==> src/rtl/sr_latch_driver_if.sv <==
// Control and latch-side signals of the SR latch driver, grouped as one bundle.
// The master side issues requests and returns the latch q; the slave side is the driver.
interface sr_latch_driver_if;
    logic set_req;
    logic clr_req;
    logic ready;
    logic s_n;
    logic r_n;
    logic q_fb;
    logic done;
    logic mismatch;
    logic illegal;
    logic q_exp;

    modport master (
        output set_req, clr_req, q_fb,
        input  ready, s_n, r_n, done, mismatch, illegal, q_exp
    );

    modport slave (
        input  set_req, clr_req, q_fb,
        output ready, s_n, r_n, done, mismatch, illegal, q_exp
    );
endinterface

==> src/rtl/sr_latch_driver.sv <==
// Drives active-low S/R of a NAND latch with fixed-width pulses, a recovery gap and a synced q check.
// Latency: accept -> done after PULSE_W+GAP_W cycles; requests while not ready are dropped, never queued.
module sr_latch_driver #(
    parameter int PULSE_W = 4,
    parameter int GAP_W   = 3,
    parameter int CNT_W   = 8
) (
    input  logic               clk,
    input  logic               rst_n,
    sr_latch_driver_if.slave   bus
);

    typedef enum logic [2:0] {
        ST_INIT,
        ST_IDLE,
        ST_SET_P,
        ST_CLR_P,
        ST_GAP
    } state_t;

    localparam logic [CNT_W-1:0] PULSE_LD = CNT_W'(PULSE_W - 1);
    localparam logic [CNT_W-1:0] GAP_LD   = CNT_W'(GAP_W - 1);
    localparam logic [CNT_W-1:0] CNT_ONE  = CNT_W'(1);

    state_t             state_q, state_d;
    logic [CNT_W-1:0]   cnt_q, cnt_d;
    logic               tgt_q, tgt_d;
    logic               s_n_q, s_n_d;
    logic               r_n_q, r_n_d;
    logic               done_q, done_d;
    logic               mis_q, mis_d;
    logic               ill_q, ill_d;
    logic               qexp_q, qexp_d;
    logic               sync1_q, sync2_q;
    logic               req_one, req_both;

    assign req_one  = bus.set_req ^ bus.clr_req;
    assign req_both = bus.set_req & bus.clr_req;

    // q_fb is asynchronous to clk; two flops before anything looks at it
    always_ff @(posedge clk or negedge rst_n) begin
        if (!rst_n) begin
            sync1_q <= 1'b0;
            sync2_q <= 1'b0;
        end else begin
            sync1_q <= bus.q_fb;
            sync2_q <= sync1_q;
        end
    end

    always_ff @(posedge clk or negedge rst_n) begin
        if (!rst_n) begin
            state_q <= ST_INIT;
            cnt_q   <= '0;
            tgt_q   <= 1'b0;
            s_n_q   <= 1'b1;
            r_n_q   <= 1'b1;
            done_q  <= 1'b0;
            mis_q   <= 1'b0;
            ill_q   <= 1'b0;
            qexp_q  <= 1'b0;
        end else begin
            state_q <= state_d;
            cnt_q   <= cnt_d;
            tgt_q   <= tgt_d;
            s_n_q   <= s_n_d;
            r_n_q   <= r_n_d;
            done_q  <= done_d;
            mis_q   <= mis_d;
            ill_q   <= ill_d;
            qexp_q  <= qexp_d;
        end
    end

    always_comb begin
        state_d = state_q;
        cnt_d   = cnt_q;
        tgt_d   = tgt_q;
        done_d  = 1'b0;
        ill_d   = 1'b0;
        mis_d   = mis_q;
        qexp_d  = qexp_q;

        unique case (state_q)
            ST_INIT: begin
                state_d = ST_CLR_P;
                cnt_d   = PULSE_LD;
                tgt_d   = 1'b0;
            end
            ST_IDLE: begin
                if (req_one) begin
                    state_d = bus.set_req ? ST_SET_P : ST_CLR_P;
                    cnt_d   = PULSE_LD;
                    tgt_d   = bus.set_req;
                    mis_d   = 1'b0;
                end else if (req_both) begin
                    ill_d   = 1'b1;
                end
            end
            ST_SET_P, ST_CLR_P: begin
                if (cnt_q == '0) begin
                    state_d = ST_GAP;
                    cnt_d   = GAP_LD;
                end else begin
                    cnt_d   = cnt_q - CNT_ONE;
                end
            end
            ST_GAP: begin
                // last gap cycle: the synced latch has had at least GAP_W cycles to settle
                if (cnt_q == '0) begin
                    state_d = ST_IDLE;
                    done_d  = 1'b1;
                    qexp_d  = tgt_q;
                    mis_d   = (sync2_q != tgt_q);
                end else begin
                    cnt_d   = cnt_q - CNT_ONE;
                end
            end
            default: begin
                state_d = ST_INIT;
            end
        endcase

        // derived from the single next state, so s_n and r_n can never both be low
        s_n_d = (state_d != ST_SET_P);
        r_n_d = (state_d != ST_CLR_P);
    end

    assign bus.ready    = (state_q == ST_IDLE);
    assign bus.s_n      = s_n_q;
    assign bus.r_n      = r_n_q;
    assign bus.done     = done_q;
    assign bus.mismatch = mis_q;
    assign bus.illegal  = ill_q;
    assign bus.q_exp    = qexp_q;

endmodule

==> src/flat_wrapper.sv <==
// flat-port wrapper written by rule: the top's interface ports become plain ports
module sr_latch_driver_flat 
#(
    parameter int PULSE_W = 4,
    parameter int GAP_W   = 3,
    parameter int CNT_W   = 8
)
  (clk, rst_n, bus_set_req, bus_clr_req, bus_q_fb, bus_ready, bus_s_n, bus_r_n, bus_done, bus_mismatch, bus_illegal, bus_q_exp);
  sr_latch_driver_if bus_i ();
  input  logic clk;
  input  logic rst_n;
  input wire logic [$bits(bus_i.set_req)-1:0] bus_set_req;
  input wire logic [$bits(bus_i.clr_req)-1:0] bus_clr_req;
  input wire logic [$bits(bus_i.q_fb)-1:0] bus_q_fb;
  output wire logic [$bits(bus_i.ready)-1:0] bus_ready;
  output wire logic [$bits(bus_i.s_n)-1:0] bus_s_n;
  output wire logic [$bits(bus_i.r_n)-1:0] bus_r_n;
  output wire logic [$bits(bus_i.done)-1:0] bus_done;
  output wire logic [$bits(bus_i.mismatch)-1:0] bus_mismatch;
  output wire logic [$bits(bus_i.illegal)-1:0] bus_illegal;
  output wire logic [$bits(bus_i.q_exp)-1:0] bus_q_exp;
  assign bus_i.set_req = bus_set_req;
  assign bus_i.clr_req = bus_clr_req;
  assign bus_i.q_fb = bus_q_fb;
  assign bus_ready = bus_i.ready;
  assign bus_s_n = bus_i.s_n;
  assign bus_r_n = bus_i.r_n;
  assign bus_done = bus_i.done;
  assign bus_mismatch = bus_i.mismatch;
  assign bus_illegal = bus_i.illegal;
  assign bus_q_exp = bus_i.q_exp;
  sr_latch_driver #(.PULSE_W(PULSE_W), .GAP_W(GAP_W), .CNT_W(CNT_W)) u_core (.clk(clk), .rst_n(rst_n), .bus(bus_i));
endmodule
==> config.mk <==
export PLATFORM = sky130hd
export DESIGN_NAME = sr_latch_driver_flat
export DESIGN_NICKNAME = d
export VERILOG_FILES = /design/src/rtl/sr_latch_driver_if.sv /design/src/rtl/sr_latch_driver.sv /design/src/flat_wrapper.sv
export SDC_FILE = /design/constraint.sdc
export NUM_CORES = 1
export LEC_CHECK = 0
export ABC_AREA = 1
export CAP_MARGIN = 25
export CORE_UTILIZATION = 25
export CTS_BUF_LIST = sky130_fd_sc_hd__clkbuf_8
export DETAILED_ROUTE_END_ITERATION = 16
export PLACE_DENSITY = 0.4
export SLEW_MARGIN = 10
export SYNTH_ARGS = -nofsm -noshare
export SYNTH_HDL_FRONTEND = slang
export SYNTH_SLANG_ARGS = --single-unit
==> constraint.sdc <==
create_clock -name clk -period 2.83 [get_ports clk]
set_input_delay 0.566 -clock clk [delete_from_list [all_inputs] [get_ports clk]]
set_output_delay 0.566 -clock clk [all_outputs]
set_load 0.01 [all_outputs]
# Word level (Yosys, flattened, before mapping)
# Index checks and enable logic that the tools add are counted.
# op_classes
bitwise	2
n_addsub	1
mux	19
reduce_logical	10
eq_ne	10
# op_table
cell	n
$pmux W8 S4	1
$mux W8	3
$pmux W3 S4	1
$mux W1	9
$mux W3	3
$logic_not A8 Y1	1
$sub A8 B1 Y8 const B	1
$eq A3 B2 Y1 const B	2
$ne A3 B2 Y1 const B	2
$reduce_and A3 Y1	2
$ne A2 B1 Y1 const B	2
$pmux W1 S2	2
$reduce_and A2 Y1	2
$reduce_bool A2 Y1	2
$reduce_bool A4 Y1	1
$eq A3 B1 Y1 const B	1
$eq A3 B3 Y1 const B	1
$logic_not A3 Y1	1
$ne A2 B2 Y1 const B	1
$reduce_or A2 Y1	1
$and A1 B1 Y1	1
$ne A1 B1 Y1	1
$xor A1 B1 Y1	1
# word_totals
regBits	20
word_cells	53
input_bits	5

# Depth between registers and ports, before layout
# depth
depth_word	4
ltp_mapped	10
mapped_depth_nobuf	10

# Least setup slack after synthesis
# No wires, ideal clock.
# synth_path
path_type	input to register
startpoint	input bus_clr_req
endpoint	register u_core.cnt_q[7]
stages	8
arrival_time_ns	1.410
path_buffers	0
t_required_ns	2.717
setup_ns	0.113
setup_slack_ns	1.307
cell_sequence	ha_1 -> nor2_2 -> nor2_4 -> nand2_8 -> nor2_4 -> nor2_1 -> nand2_1 -> inv_1
# synth_via
elab_chain_cells	3
# synth_lines
element	line	rtl
from (decl)	flat_wrapper.sv:13	input wire logic [$bits(bus_i.clr_req)-1:0] bus_clr_req;
$xor A1 B1 Y1	sr_latch_driver.sv:37	assign req_one = bus.set_req ^ bus.clr_req;
$ne A2 B1 Y1 (no source line)	n/a	
$reduce_and A3 Y1 (no source line)	n/a	
to (signal assigned)	sr_latch_driver.sv:64	cnt_q <= cnt_d;
to (decl)	sr_latch_driver.sv:26	logic [CNT_W-1:0] cnt_q, cnt_d;
# Every way passes these cells.
# A chain may end at the register's enable or synchronous reset.

# Final worst setup path
# layout_path
startpoint	register u_core.state_q[2]
endpoint	output bus_ready
# layout_via
elab_chain_cells	1
# layout_lines
element	line	rtl
from (decl)	sr_latch_driver.sv:25	state_t state_q, state_d;
from (signal assigned)	sr_latch_driver.sv:63	state_q <= state_d;
$eq A3 B1 Y1	sr_latch_driver.sv:129	assign bus.ready = (state_q == ST_IDLE);
to (decl)	flat_wrapper.sv:15	output wire logic [$bits(bus_i.ready)-1:0] bus_ready;
# Every way passes these cells.

==> impl_metrics.yaml <==
critical_path:
  data_arrival_critical_path_ns: 1.59
  kind_of_critical_path: "reg2out"
  r2r.worst_path.cells: 9
  r2r_slack_ns: 1.19
  crit_path_max_fanout: 5
  worstReg2RegEnd: "u_core.cnt_q[7]"
  crit_path_start_kind: "register"
  crit_required_ns: 2.26
  regToRegStartpoint: "u_core.cnt_q[0]"
  worst_setup_path_end_kind: "output port"
global_route:
  grt_start_max_net_pins: 21
  antenna_found_initial: 0
  grt_use_total_pct: 11.6
  grt_first_pass_wirelength_um: 4390
  global_route.overflow_total: 0
  first_global_vias: 921
worst_hold_path:
  worst_hold_startpoint: "u_core.sync1_q"
  hold_class: "reg2reg"
  hold_path_end: "u_core.sync2_q"
  hold_path_depth: 0
detailed_routing:
  per_cell_routed_wire_length_um: 11.7
  wl_um: 2490
  drcViolationCount: 0
  vias: 956
  drt_iter0_drc: 15
  via_per_inst: 4.49
  first_pass_iters: 4
  antenna_violating_nets_post_route: 0
finish:
  top_regs: "u_core.cnt_q x8, u_core.state_q x3"
  most_frequent_standard_cell_in_the_layout_excluding_fill_and_tap_cells: "sky130_fd_sc_hd__nand2_1"
  final_nets: 170
  largest_register: "u_core.cnt_q"
  largest_reg_flops: 8
  fillCellCount: 478
  n_antenna_cell: 0
  area_delta_synth_final_pct: 20.0
  mostFrequentLayoutCells: "sky130_fd_sc_hd__nand2_1, sky130_fd_sc_hd__dfrtp_1, sky130_fd_sc_hd__inv_1, sky130_fd_sc_hd__nand3_1, sky130_fd_sc_hd__clkdlybuf4s50_1"
  drive_gt1_share_pct: 12.4
synthesis:
  synth_flop_cell: "sky130_fd_sc_hd__dfrtp_1"
  syn_area_cell_sq_um: 7.87
  synth_sequential_area_ratio_pct: 44.1
  netlist_area_sq_um: 1140
  synth_top_family_by_area: "simple AND/OR/NAND/NOR gates"
  ff_latch_count_synth: 20
  yosys.area_share.adder_pct: 3.29
  number_of_instances_in_the_synthesized_netlist: 145
  net_count_after_synthesis: 153
  area_share_of_xor_xnor_cells_in_the_synthesized_design_pct: 1.54
  synth-warning-count: 0
  count_of_flip_flops_with_a_built_in_enable_after_synthesis: 0
  synth_async_sr_flop_share_pct: 100
  synth_simple_gate_area_share_pct: 37.8
  ys_types: 24
  synthMuxAreaShare_pct: 0
  synth-compound-area-share_pct: 6.14
clock_tree:
  cts.reportedPaths.clkPinSlew_ns: 0.08
  insertion_delay_ns: 0.26
  ctsResizeCount: 0
  h-tree-depth: 1
  cts_num_sinks: 20
  clock_tree_from_tritoncts: "built"
  ctsLongestPathBuffers: 2
  root_buffer: "sky130_fd_sc_hd__clkbuf_8"
  cts_hold_buf: 0
  cts_buffers: 3
  post-cts-setup-buffers: 0
pwr:
  power_density_nw_per_um2: 363
  ir_worst_vdd_v: 0.000140
  p_leak_nw: 0.649
  p_total_uw: 496
sta:
  final_max_slew_viols: 0
  tns_ns: 0
  worst_pin_slew_ns: 0.397
  max_slew_margin_pct: 73.5
  grt_setup_unrepaired: "false"
  final-hold-violation-count: 0
  skew_ns: 0.00377
  final_period_minus_worst_setup_slack_ns: 2.16
  final.period_utilization_pct: 76.2
  clock.fmax_ghz: 0.463
  setup_viol_count_final: 0
run_status:
  status: "finished, final reports clean"
floorplan:
  die_height_um: 69.6
  ios: 12
  die_width_um: 69.6
  initial_core_util_pct: 26.0
  core_region_area_sq_um: 4380
  placement_rows: 24
  floorplan.die_area_sq_um: 4840
place:
  globalplace.congestion: 0.744
  detailedPlacementHpwl_um: 1970
  numPortBuffers: 11
flow_run:
  maxCapViolCount: 0
## logic make-up (layout without fill, tap and decap cells)
family / after synthesis / count (layout)
AND/OR/NAND/NOR: 86 / 86
XOR/XNOR: 2 / 2
flip-flops: 20 / 20
AO/OA/AOI/OAI: 13 / 13
buffers and inverters: 21 / 37
adder cells (fa/ha/maj): 3 / 3
## per-layer routing
layer	up-vias	global-route usage, %	part of all wire [%]
li1	499	-	-
met2	12	18.8	46
met1	443	15.3	50
met5	-	0	0
met4	0	2.72	0.80
met3	2	3.49	3.6
## how the worst max path moves through the flow
stage,startpoint,to,slack [ns],cells past startpoint
finish,u_core.state_q[2],bus_ready,0.67,4
global route,u_core.state_q[2],bus_ready,0.54,4
CTS,u_core.state_q[2],bus_ready,0.65,4
detailed placement,bus_set_req,u_core.cnt_q[7],0.76,9
global placement,bus_set_req,u_core.cnt_q[7],0.79,9
floorplan,bus_clr_req,u_core.cnt_q[7],1.31,8
## Yosys cell counts, drive strengths merged, types with 2 or more instances
library cell / count / area share (%)
nand4: 6 / 3.3
inv: 20 / 6.8
nor2: 16 / 8.3
dfrtp: 18 / 39
nand3: 17 / 8.6
a21oi: 3 / 1.3
ha: 3 / 3.3
dfstp: 2 / 4.6
nand2: 46 / 17
o21ai: 8 / 3.5
## where the power goes
part | internal (mW) | total (mW) | leakage, nW | switching [mW]
registers | 0.287 | 0.288 | 0.226 | 0.000434
clock network | 0.0966 | 0.193 | 0.0269 | 0.0961
logic | 0.00736 | 0.0160 | 0.395 | 0.00860
## critical path, stage by stage (launching register included)
cell                              delay, ns
sky130_fd_sc_hd__dfrtp_1               0.40
sky130_fd_sc_hd__inv_2                 0.11
sky130_fd_sc_hd__nand3_1               0.15
sky130_fd_sc_hd__inv_1                 0.12
sky130_fd_sc_hd__clkdlybuf4s50_1       0.54
## per-stage QoR
stage / util, % / setup WS [ns] / hold WS, ns / area [sq um] / std cells
6_report: 31.2 / 0.672 / 0.355 / 1370 / 213
5_1_grt: 31.2 / 0.543 / 0.366 / 1370 / 213
4_1_cts: 31.2 / 0.647 / 0.356 / 1370 / 213
3_5_place_dp: 30.2 / 0.763 / 0.336 / 1320 / 209
3_3_place_gp: 30.2 / 0.786 / 0.332 / 1320 / 209
2_1_floorplan: - / 1.31 / 0.270 / 1140 / 145
## layout make-up
| type | count | area, sq um | share of cell area [%] |
|---|---|---|---|
| multi-input cells | 104 | 557 | 40.7 |
| flip-flops and latches | 20 | 503 | 36.7 |
| repair buffers | 12 | 118 | 8.59 |
| inverters | 21 | 81.3 | 5.94 |
| well taps | 52 | 65.1 | 4.75 |
| clock buffers | 3 | 41.3 | 3.02 |
| clock inverters | 1 | 3.75 | 0.274 |
No activity file was read; power rests on OpenSTA's default activity.
